$ cat src/rtl/score_display_pkg.sv
// score_display_pkg: segment constants, FSM encoding and overflow-limit helper for the score display
package score_display_pkg;

   localparam logic [6:0] SEG_BLANK = 7'h7F;
   localparam logic [6:0] SEG_DASH  = 7'h3F;

   typedef enum logic {
      ST_IDLE  = 1'b0,
      ST_SHIFT = 1'b1
   } state_t;

   function automatic longint unsigned pow10(input int n);
      pow10 = 1;
      for (int k = 0; k < n; k++) pow10 = pow10 * 10;
   endfunction

endpackage

$ cat src/rtl/bcd_to_7seg.sv
// bcd_to_7seg: one BCD digit to active-low 7-segment pattern (bit0=a .. bit6=g)
module bcd_to_7seg
   import score_display_pkg::*;
(
   input  logic [3:0] digit,
   output logic [6:0] seg
);

   always_comb begin
      case (digit)
         4'd0:    seg = 7'h40;
         4'd1:    seg = 7'h79;
         4'd2:    seg = 7'h24;
         4'd3:    seg = 7'h30;
         4'd4:    seg = 7'h19;
         4'd5:    seg = 7'h12;
         4'd6:    seg = 7'h02;
         4'd7:    seg = 7'h78;
         4'd8:    seg = 7'h00;
         4'd9:    seg = 7'h10;
         default: seg = SEG_BLANK;
      endcase
   end

endmodule

$ cat src/rtl/score_display_driver.sv
// score_display_driver: sequential double-dabble binary-to-BCD conversion driving
// active-low HEX displays with leading-zero blanking, overflow dashes and blink.
module score_display_driver
   import score_display_pkg::*;
#(
   parameter int NUM_DIGITS = 4,
   parameter int BIN_WIDTH  = 14,
   parameter int BLINK_DIV  = 25000000
) (
   input  logic                    clk,
   input  logic                    reset,
   input  logic [BIN_WIDTH-1:0]    value,
   input  logic                    load,
   output logic                    ready,
   input  logic                    blank_leading,
   input  logic                    blink_en,
   output logic                    overflow,
   output logic [7*NUM_DIGITS-1:0] segments
);

   localparam int BW = 4 * NUM_DIGITS;
   localparam int CW = $clog2(BIN_WIDTH + 1);
   localparam int DW = BLINK_DIV > 1 ? $clog2(BLINK_DIV) : 1;
   localparam longint unsigned LIMIT = pow10(NUM_DIGITS);

   state_t                  state, state_next;
   logic [BIN_WIDTH-1:0]    bin;
   logic [BW-1:0]           bcd, bcd_adj, digits;
   logic [CW-1:0]           cnt;
   logic                    ovf_pend;
   logic [DW-1:0]           blink_cnt;
   logic                    phase;
   logic                    accept, last;
   logic [BW+BIN_WIDTH-1:0] shifted;

   assign accept  = load && ready;
   assign last    = state == ST_SHIFT && cnt == CW'(1);
   assign shifted = {bcd_adj, bin} << 1;

   always_ff @(posedge clk) begin
      if (reset) state <= ST_IDLE;
      else       state <= state_next;
   end

   always_comb begin
      state_next = state == ST_IDLE ? (load ? ST_SHIFT : ST_IDLE)
                                    : (cnt == CW'(1) ? ST_IDLE : ST_SHIFT);
   end

   always_comb begin
      ready = state == ST_IDLE;
   end

   always_comb begin
      bcd_adj = bcd;
      for (int k = 0; k < NUM_DIGITS; k++)
         bcd_adj[4*k +: 4] = bcd[4*k +: 4] >= 4'd5 ? bcd[4*k +: 4] + 4'd3 : bcd[4*k +: 4];
   end

   // Overflow is judged on the captured value and only published together with the digits.
   always_ff @(posedge clk) begin
      if (reset) begin
         bin      <= '0;
         bcd      <= '0;
         cnt      <= '0;
         ovf_pend <= 1'b0;
         digits   <= '0;
         overflow <= 1'b0;
      end else if (accept) begin
         bin      <= value;
         bcd      <= '0;
         cnt      <= CW'(BIN_WIDTH);
         ovf_pend <= 64'(value) >= LIMIT;
      end else if (state == ST_SHIFT) begin
         {bcd, bin} <= shifted;
         cnt        <= cnt - CW'(1);
         if (last) begin
            digits   <= shifted[BIN_WIDTH +: BW];
            overflow <= ovf_pend;
         end
      end
   end

   always_ff @(posedge clk) begin
      if (reset) begin
         blink_cnt <= '0;
         phase     <= 1'b0;
      end else if (blink_cnt == DW'(BLINK_DIV - 1)) begin
         blink_cnt <= '0;
         phase     <= ~phase;
      end else begin
         blink_cnt <= blink_cnt + DW'(1);
      end
   end

   for (genvar i = 0; i < NUM_DIGITS; i++) begin : g_digit
      logic [6:0] dec;
      logic       lead;
      bcd_to_7seg u_dec (
         .digit (digits[4*i +: 4]),
         .seg   (dec)
      );
      assign lead = blank_leading && i != 0 && digits[BW-1:4*i] == '0;
      assign segments[7*i +: 7] = blink_en && phase ? SEG_BLANK
                                : overflow        ? SEG_DASH
                                : lead            ? SEG_BLANK
                                :                   dec;
   end

endmodule

$ cat config.mk
export PLATFORM = sky130hd
export DESIGN_NAME = score_display_driver
export DESIGN_NICKNAME = d
export VERILOG_FILES = /design/src/rtl/score_display_pkg.sv /design/src/rtl/bcd_to_7seg.sv /design/src/rtl/score_display_driver.sv
export SDC_FILE = /design/constraint.sdc
export NUM_CORES = 1
export LEC_CHECK = 0
export ABC_AREA = 1
export CAP_MARGIN = 20
export CORE_MARGIN = 5
export CORE_UTILIZATION = 30
export DETAILED_ROUTE_END_ITERATION = 8
export GPL_TIMING_DRIVEN = 0
export SYNTH_ARGS = -nofsm -noshare
export SYNTH_HDL_FRONTEND = slang
export SYNTH_HIERARCHICAL = 1
export SYNTH_SLANG_ARGS = --single-unit
$ cat constraint.sdc
create_clock -name clk -period 2 [get_ports clk]
set_input_delay 0.3 -clock clk [delete_from_list [all_inputs] [get_ports clk]]
set_output_delay 0.3 -clock clk [all_outputs]
set_load 0.1 [all_outputs]
==> summary.txt, run 1 <==
status: finished, violations left
failing checks: setup timing
dominant cells by area after synthesis: dfxtp_1 32%, nand2_1 18%, inv_1 9.6%
worst r2r path cells: 7
P_leak: 0.00298 uW
setup violators final: 3
number of synthesized register bits: 79
multi-input logic area: 0.00287 sq mm
final worst path period need: 2.02 ns
CTS tree: done
register area share after synthesis: 31.8%
EDFF count, synth: 0
total power draw: 4060 uW
Clock Sinks: 79
Port Buffers: 48
worst setup path startpoint: digits[12]$_SDFFE_PP0P_
drt via density: 4.32
# nets final: 878
Die Span Y: 139 um
Root Driver: clkbuf_16
Async SR Flop Fraction: 0%
Fmax: 496 MHz
die width: 139 um
Final Hold Viols: 0
Die Footprint: 0.0192 sq mm
nature of the critical path endpoint: primary output
initial core utilization: 30.3%
R2R setup slack: 0.43 ns
CP max stage cell: dfxtp_4
met3 Resource Use GR: 2.66%
final setup TNS: -0.0289 ns
H-tree depth: 3
WS Path Type: flip-flop to primary output
vias in the first global route: 4201
WL/cell: 10.7 um
Critical Path Most Common Cell: nand2_2
DR iter-0 viols: 183
largest net degree at the start of global routing: 16
Initial DRT Pass Iterations: 4
most frequent cell after synthesis: nand2_1
fill cell count: 1734
Synth Net Count: 811
Hold Path Stages: 1
Slew Limit Fails: 0
clk buf depth: 2
area share of the largest cell type after synthesis: 31.8%
Final Cell Area: 0.00639 sq mm
met2 Track Usage GR: 18.0%
DRC Markers: 0
Max Cap Viol: 0
P&R area growth vs syn: 28.5%
Hold Path Class: flip-flop to flip-flop
VDD IR-drop max: 0.397 mV
ys flop type: dfxtp_1
Final GP Congestion: 0.830
initial antenna violation count: 0
Yosys top cell by area: dfxtp_1
RSZ-0062 raised after global routing: yes
Synth Cell Area: 0.00497 sq mm
WL final: 11300 um
cts hold-fix bufs: 0
Max-slew headroom: 36.7%
share of post-route cells with drive strength above 1: 17.0%
Worst R2R End: blink_cnt[7]$_SDFF_PP0_
Max stage delay on crit path: 0.36 ns
Startpoint Class: flip-flop
grt ovf: 0
cells along the critical path: inv_2 > nand4_1 > nor2_2 > nand3_2 > nand2_2 > clkinv_4 > nand2_2 > buf_12
via count: 4553
Top Usage Layer GRT: met2
most frequent cells after synthesis: 238 x nand2_1, 127 x inv_1, 79 x dfxtp_1
crit-path max FO: 6
Antenna Violating Nets Remaining: 0
Worst Slack Setup Final: -0.0151 ns
HP Start: blink_cnt[0]$_SDFF_PP0_
FP Rows: 47
Slew @ Worst Pin: 0.953 ns
Clock transition at path regs: 0.06 ns
Syn Inst Count: 761
met1 usage: 16.5%
dpl hpwl: 8570 um
Yosys cell types: 37
post-layout util: 38.9%
CORE AREA: 0.0164 sq mm
cell area power density: 635 mW/mm^2
Required @ worst endpoint: 1.70 ns
TritonCTS Buffers: 9
Mapped Avg Cell Area: 6.53 sq um
Clk Latency, worst-skew pair: 0.33 ns
clock skew: 0.00894 ns
Antenna Cells: 0
synth warn: 6
Total GRT Usage: 11.7%
Cell Area, Placed: 0.00573 sq mm
RR Startpoint: blink_cnt[0]$_SDFF_PP0_
Tcrit/Tclk final: 101%
first-pass GRT wire length: 19300 um
Ports: 49
hold endpoint: blink_cnt[0]$_SDFF_PP0_
CP arrival: 1.72 ns
FF+latch area: 0.00162 sq mm
## cell type report
cell class,instances,share of cell area (%)
multi-input cells,533,45.0
flip-flops and latches,79,25.4
repair buffers,57,11.1
clock inverters,4,0.842
well taps,220,4.31
inverters,134,7.95
plain buffers,14,1.49
clock buffers,12,4.01
## metal layers
layer  wire, um  vias up
met1       5740     1986
li1           -     2495
met2       4980       70
met3        496        2
met5          0        -
met4         55        0
## metrics by stage
stage	std cells	setup slack, ns	hold WS [ns]
after CTS	1047	-0.0207	0.459
after floorplan	761	0.00142	0.369
after global routing	1053	-0.160	0.470
after detailed placement	1029	-0.870	0.445
final	1053	-0.0151	0.459
after global placement	1029	-0.883	0.441
## worst max-delay path: cells and delay by family, from the launching register on
kind	cells	cell delay, ns
simple gates	5	0.69
flops	1	0.36
buf+inv	3	0.34
## what timing repair did
| action | 4_1_cts | 5_1_grt |
|---|---|---|
| pin swaps | 3 | 8 |
| hold endpoints to repair | 0 | 0 |
| setup buffers | 3 | 6 |
| gates resized for setup | 231 | 59 |
| endpoints found under the setup margin | 30 | 28 |
## sequential cells by signal (all words and copies together), names as in the netlist
signal	flops
phase	1
ovf_pend	1
state	1
bcd	16
blink_cnt	25
digits	16
overflow	1
bin	14
cnt	4
## power breakdown
group | switching, uW | internal, uW
registers | 31.7 | 1610
logic | 487 | 249
clock network | 636 | 1040
total | 1150 | 2900
## placed cells by master (no fill, tap or decap), types with 5 or more instances in the layout
cell type and count:
o21ai_2 7, o21ai_0 30, nor2_1 66, ha_1 31, clkdlybuf4s50_1 18, dfxtp_1 66
buf_2 7, nand3_2 5, clkbuf_16 9, xor2_1 11, a21oi_1 32, inv_1 117
dfxtp_4 9, buf_4 15, nand3b_1 8, nand2_4 6, o22ai_1 7, o221ai_1 5
nand3_1 48, nand2_1 227, buf_12 15, nor2_2 7, inv_2 14, buf_6 9
nand2_2 8
## how the worst max path moves through the flow
stage,slack [ns],endpoint,cells after the start
floorplan,0.001,segments[17],6
global placement,-0.88,segments[20],8
detailed placement,-0.87,segments[20],8
CTS,-0.02,segments[11],8
global route,-0.16,segments[10],8
finish,-0.02,segments[10],8
## logic make-up after synthesis
logic type      count (synthesis)  share of synthesized area [%]
compound gates                 95                           11.4
buf+inv                       149                           12.1
simple gates                  392                           34.2
xor+xnor                       15                           2.64
fa+ha+maj                      31                           7.80
flops                          79                           31.8
Power figures use the tool's default switching activity.
==> run 2: changes to the inputs <==
- CTS_BUF_LIST: default -> sky130_fd_sc_hd__clkbuf_16
==> summary.txt, run 2 (same netlist as run 1, synthesis figures left out) <==
placed cells: 1029 (unchanged)
Initial DRT Pass Iterations: 5 (was 4)
Worst R2R End: blink_cnt[20]$_SDFF_PP0_ (was blink_cnt[7]$_SDFF_PP0_)
cell area power density: 625 mW/mm^2 (was 635 mW/mm^2)
family with the most delay on the worst path: simple AND/OR/NAND/NOR gates (unchanged)
grt ovf: 0 (unchanged)
HP Start: blink_cnt[0]$_SDFF_PP0_ (unchanged)
Max stage delay on crit path: 0.36 ns (about the same)
setup violators final: 6 (was 3)
RSZ-0062 raised after global routing: yes (unchanged)
Critical Path Most Common Cell: nand2_2 (unchanged)
Die Span Y: 139 um (unchanged)
Layout Cells excl Fill: 1053 (unchanged)
initial antenna violation count: 0 (unchanged)
FF+latch area: 0.00162 sq mm (unchanged)
Hold Path Class: flip-flop to flip-flop (unchanged)
Worst Slack Setup Final: -0.0225 ns (was -0.0151 ns)
drt via density: 4.33 (was 4.32)
Final GP Congestion: 0.830 (unchanged)
CORE AREA: 0.0164 sq mm (unchanged)
DRC Markers: 0 (unchanged)
CTS tree: done (unchanged)
share of post-route cells with drive strength above 1: 16.8% (was 17.0%)
Clock Sinks: 79 (unchanged)
FP Rows: 47 (unchanged)
Top reg by flops: blink_cnt (unchanged)
Max Cap Viol: 0 (unchanged)
CP max stage cell: dfxtp_4 (unchanged)
cts hold-fix bufs: 0 (unchanged)
dpl hpwl: 8570 um (unchanged)
Buf+Inv Stages, Crit Path: 3 (unchanged)
Port Buffers: 48 (unchanged)
Antenna Violating Nets Remaining: 0 (unchanged)
Total GRT Usage: 11.8% (was 11.7%)
P&R area growth vs syn: 28.1% (was 28.5%)
Hold Path Stages: 1 (unchanged)
Slew Limit Fails: 0 (unchanged)
initial core utilization: 30.3% (unchanged)
Tcrit/Tclk final: 101% (about the same)
commonest non-fill, non-tap cells in the layout: 227 x nand2_1, 118 x inv_1, 66 x nor2_1, 66 x dfxtp_1, 48 x nand3_1 (was 227 x nand2_1, 117 x inv_1, 66 x nor2_1, 66 x dfxtp_1, 48 x nand3_1)
WL/cell: 10.7 um (unchanged)
post-layout util: 38.8% (was 38.9%)
Fmax: 494 MHz (was 496 MHz)
Root Driver: clkbuf_16 (unchanged)
largest net degree at the start of global routing: 16 (unchanged)
number of flip-flops in the largest register: 25 (unchanged)
Largest regs: blink_cnt x25, bcd x16, digits x16 (unchanged)
multi-input logic area: 0.00287 sq mm (about the same)
Required @ worst endpoint: 1.70 ns (about the same)
vias in the first global route: 4195 (was 4201)
status: finished, violations left (unchanged)
VDD IR-drop max: 0.402 mV (was 0.397 mV)
most common cell after layout, fill and taps aside: nand2_1 (unchanged)
die width: 139 um (unchanged)
RR Startpoint: blink_cnt[0]$_SDFF_PP0_ (unchanged)
Clock transition at path regs: 0.06 ns (about the same)
clock skew: 0.00656 ns (was 0.00894 ns)
final worst path period need: 2.02 ns (about the same)
CP arrival: 1.72 ns (about the same)
failing checks: setup timing (unchanged)
first-pass GRT wire length: 19300 um (about the same)
Ports: 49 (unchanged)
Die Footprint: 0.0192 sq mm (unchanged)
# nets final: 878 (unchanged)
TritonCTS Buffers: 9 (unchanged)
Final Hold Viols: 0 (unchanged)
nature of the critical path endpoint: primary output (unchanged)
hold endpoint: blink_cnt[0]$_SDFF_PP0_ (unchanged)
Antenna Cells: 0 (unchanged)
H-tree depth: 3 (unchanged)
WL final: 11300 um (unchanged)
crit-path max FO: 6 (unchanged)
via count: 4560 (was 4553)
Clk Latency, worst-skew pair: 0.34 ns (was 0.33 ns)
clk buf depth: 2 (unchanged)
Startpoint Class: flip-flop (unchanged)
fill cell count: 1734 (unchanged)
cells along the critical path: inv_2 > nand4_1 > nor2_2 > nand3_2 > nand2_2 > clkinv_4 > nand2_2 > buf_12 (unchanged)
P_leak: 0.00297 uW (was 0.00298 uW)
Max-slew headroom: 36.7% (about the same)
Slew @ Worst Pin: 0.953 ns (about the same)
worst r2r path cells: 7 (unchanged)
WS Path Type: flip-flop to primary output (unchanged)
DR iter-0 viols: 207 (was 183)
R2R setup slack: 0.43 ns (about the same)
hold slack: 0.459 ns (about the same)
==> run 2: cell types whose count changed in the layout (fill, tap and decap cells not counted), sizes merged <==
| cell | delta |
|---|---|
| clkinv | +2 |
| clkbuf | -3 |
| inv | +1 |
==> run 2: timing repair <==
action,CTS,global route
endpoints found under the setup margin,30,28
pin swaps,3,8
endpoints found under the hold margin,0,0
buffers inserted,3,6
resized for setup,231,58
==> run 2: area by class of cell <==
cell class                      instances  share of cell area [%]
Buffer                                 14                    1.49
Clock buffer                            9                    3.54
Inverter                              134                    7.98
Multi-Input combinational cell        533                    45.1
Timing Repair Buffer                   57                    11.1
Clock inverter                          7                    1.02
Sequential cell                        79                    25.5
Tap cell                              220                    4.32
==> run 2: worst max path at each step <==
stage | startpoint | endpoint | slack [ns] | cells past startpoint
after global routing | digits[12]$_SDFFE_PP0P_ | segments[10] | -0.16 | 8
after detailed placement | blank_leading | segments[20] | -0.87 | 8
final | digits[12]$_SDFFE_PP0P_ | segments[10] | -0.02 | 8
after global placement | blank_leading | segments[20] | -0.88 | 8
after floorplan | digits[8]$_SDFFE_PP0P_ | segments[17] | 0.001 | 6
after CTS | digits[15]$_SDFFE_PP0P_ | segments[11] | -0.02 | 8
==> run 2: routing by layer <==
| layer | vias up | global-route usage, % | routed length (um) |
|---|---|---|---|
| met5 | - | 0 | 0 |
| met1 | 1990 | 16.6 | 5740 |
| met4 | 0 | 3.09 | 121 |
| met2 | 69 | 18.0 | 4890 |
| met3 | 8 | 2.97 | 519 |
| li1 | 2493 | - | - |
==> run 2: metrics by stage <==
step	power, uW	cell area, sq um	setup TNS (ns)	worst slack, ns
after global placement	2350	5730	-22.31	-0.883
final	3980	6360	-0.0592	-0.0225
after detailed placement	2350	5730	-22.11	-0.870
after global routing	4160	6360	-1.67	-0.160
after CTS	4020	6150	-0.134	-0.0212
after floorplan	2170	4970	0	0.00142
==> run 2: worst register-to-register path, cell delays in order (launching register included) <==
cell,delay (ns)
dfxtp_1,0.36
ha_1,0.25
nand2_4,0.11
nor3_4,0.24
nand3_2,0.14
nand2_4,0.14
buf_6,0.17
nor2_1,0.05
==> run 2: report_power, final <==
part	leakage (uW)	internal [uW]	total [uW]	switching, uW
clock network	0.000138	955	1600	644
logic	0.00218	248	735	486
registers	0.000652	1610	1650	31.7
total	0.00297	2820	3980	1160
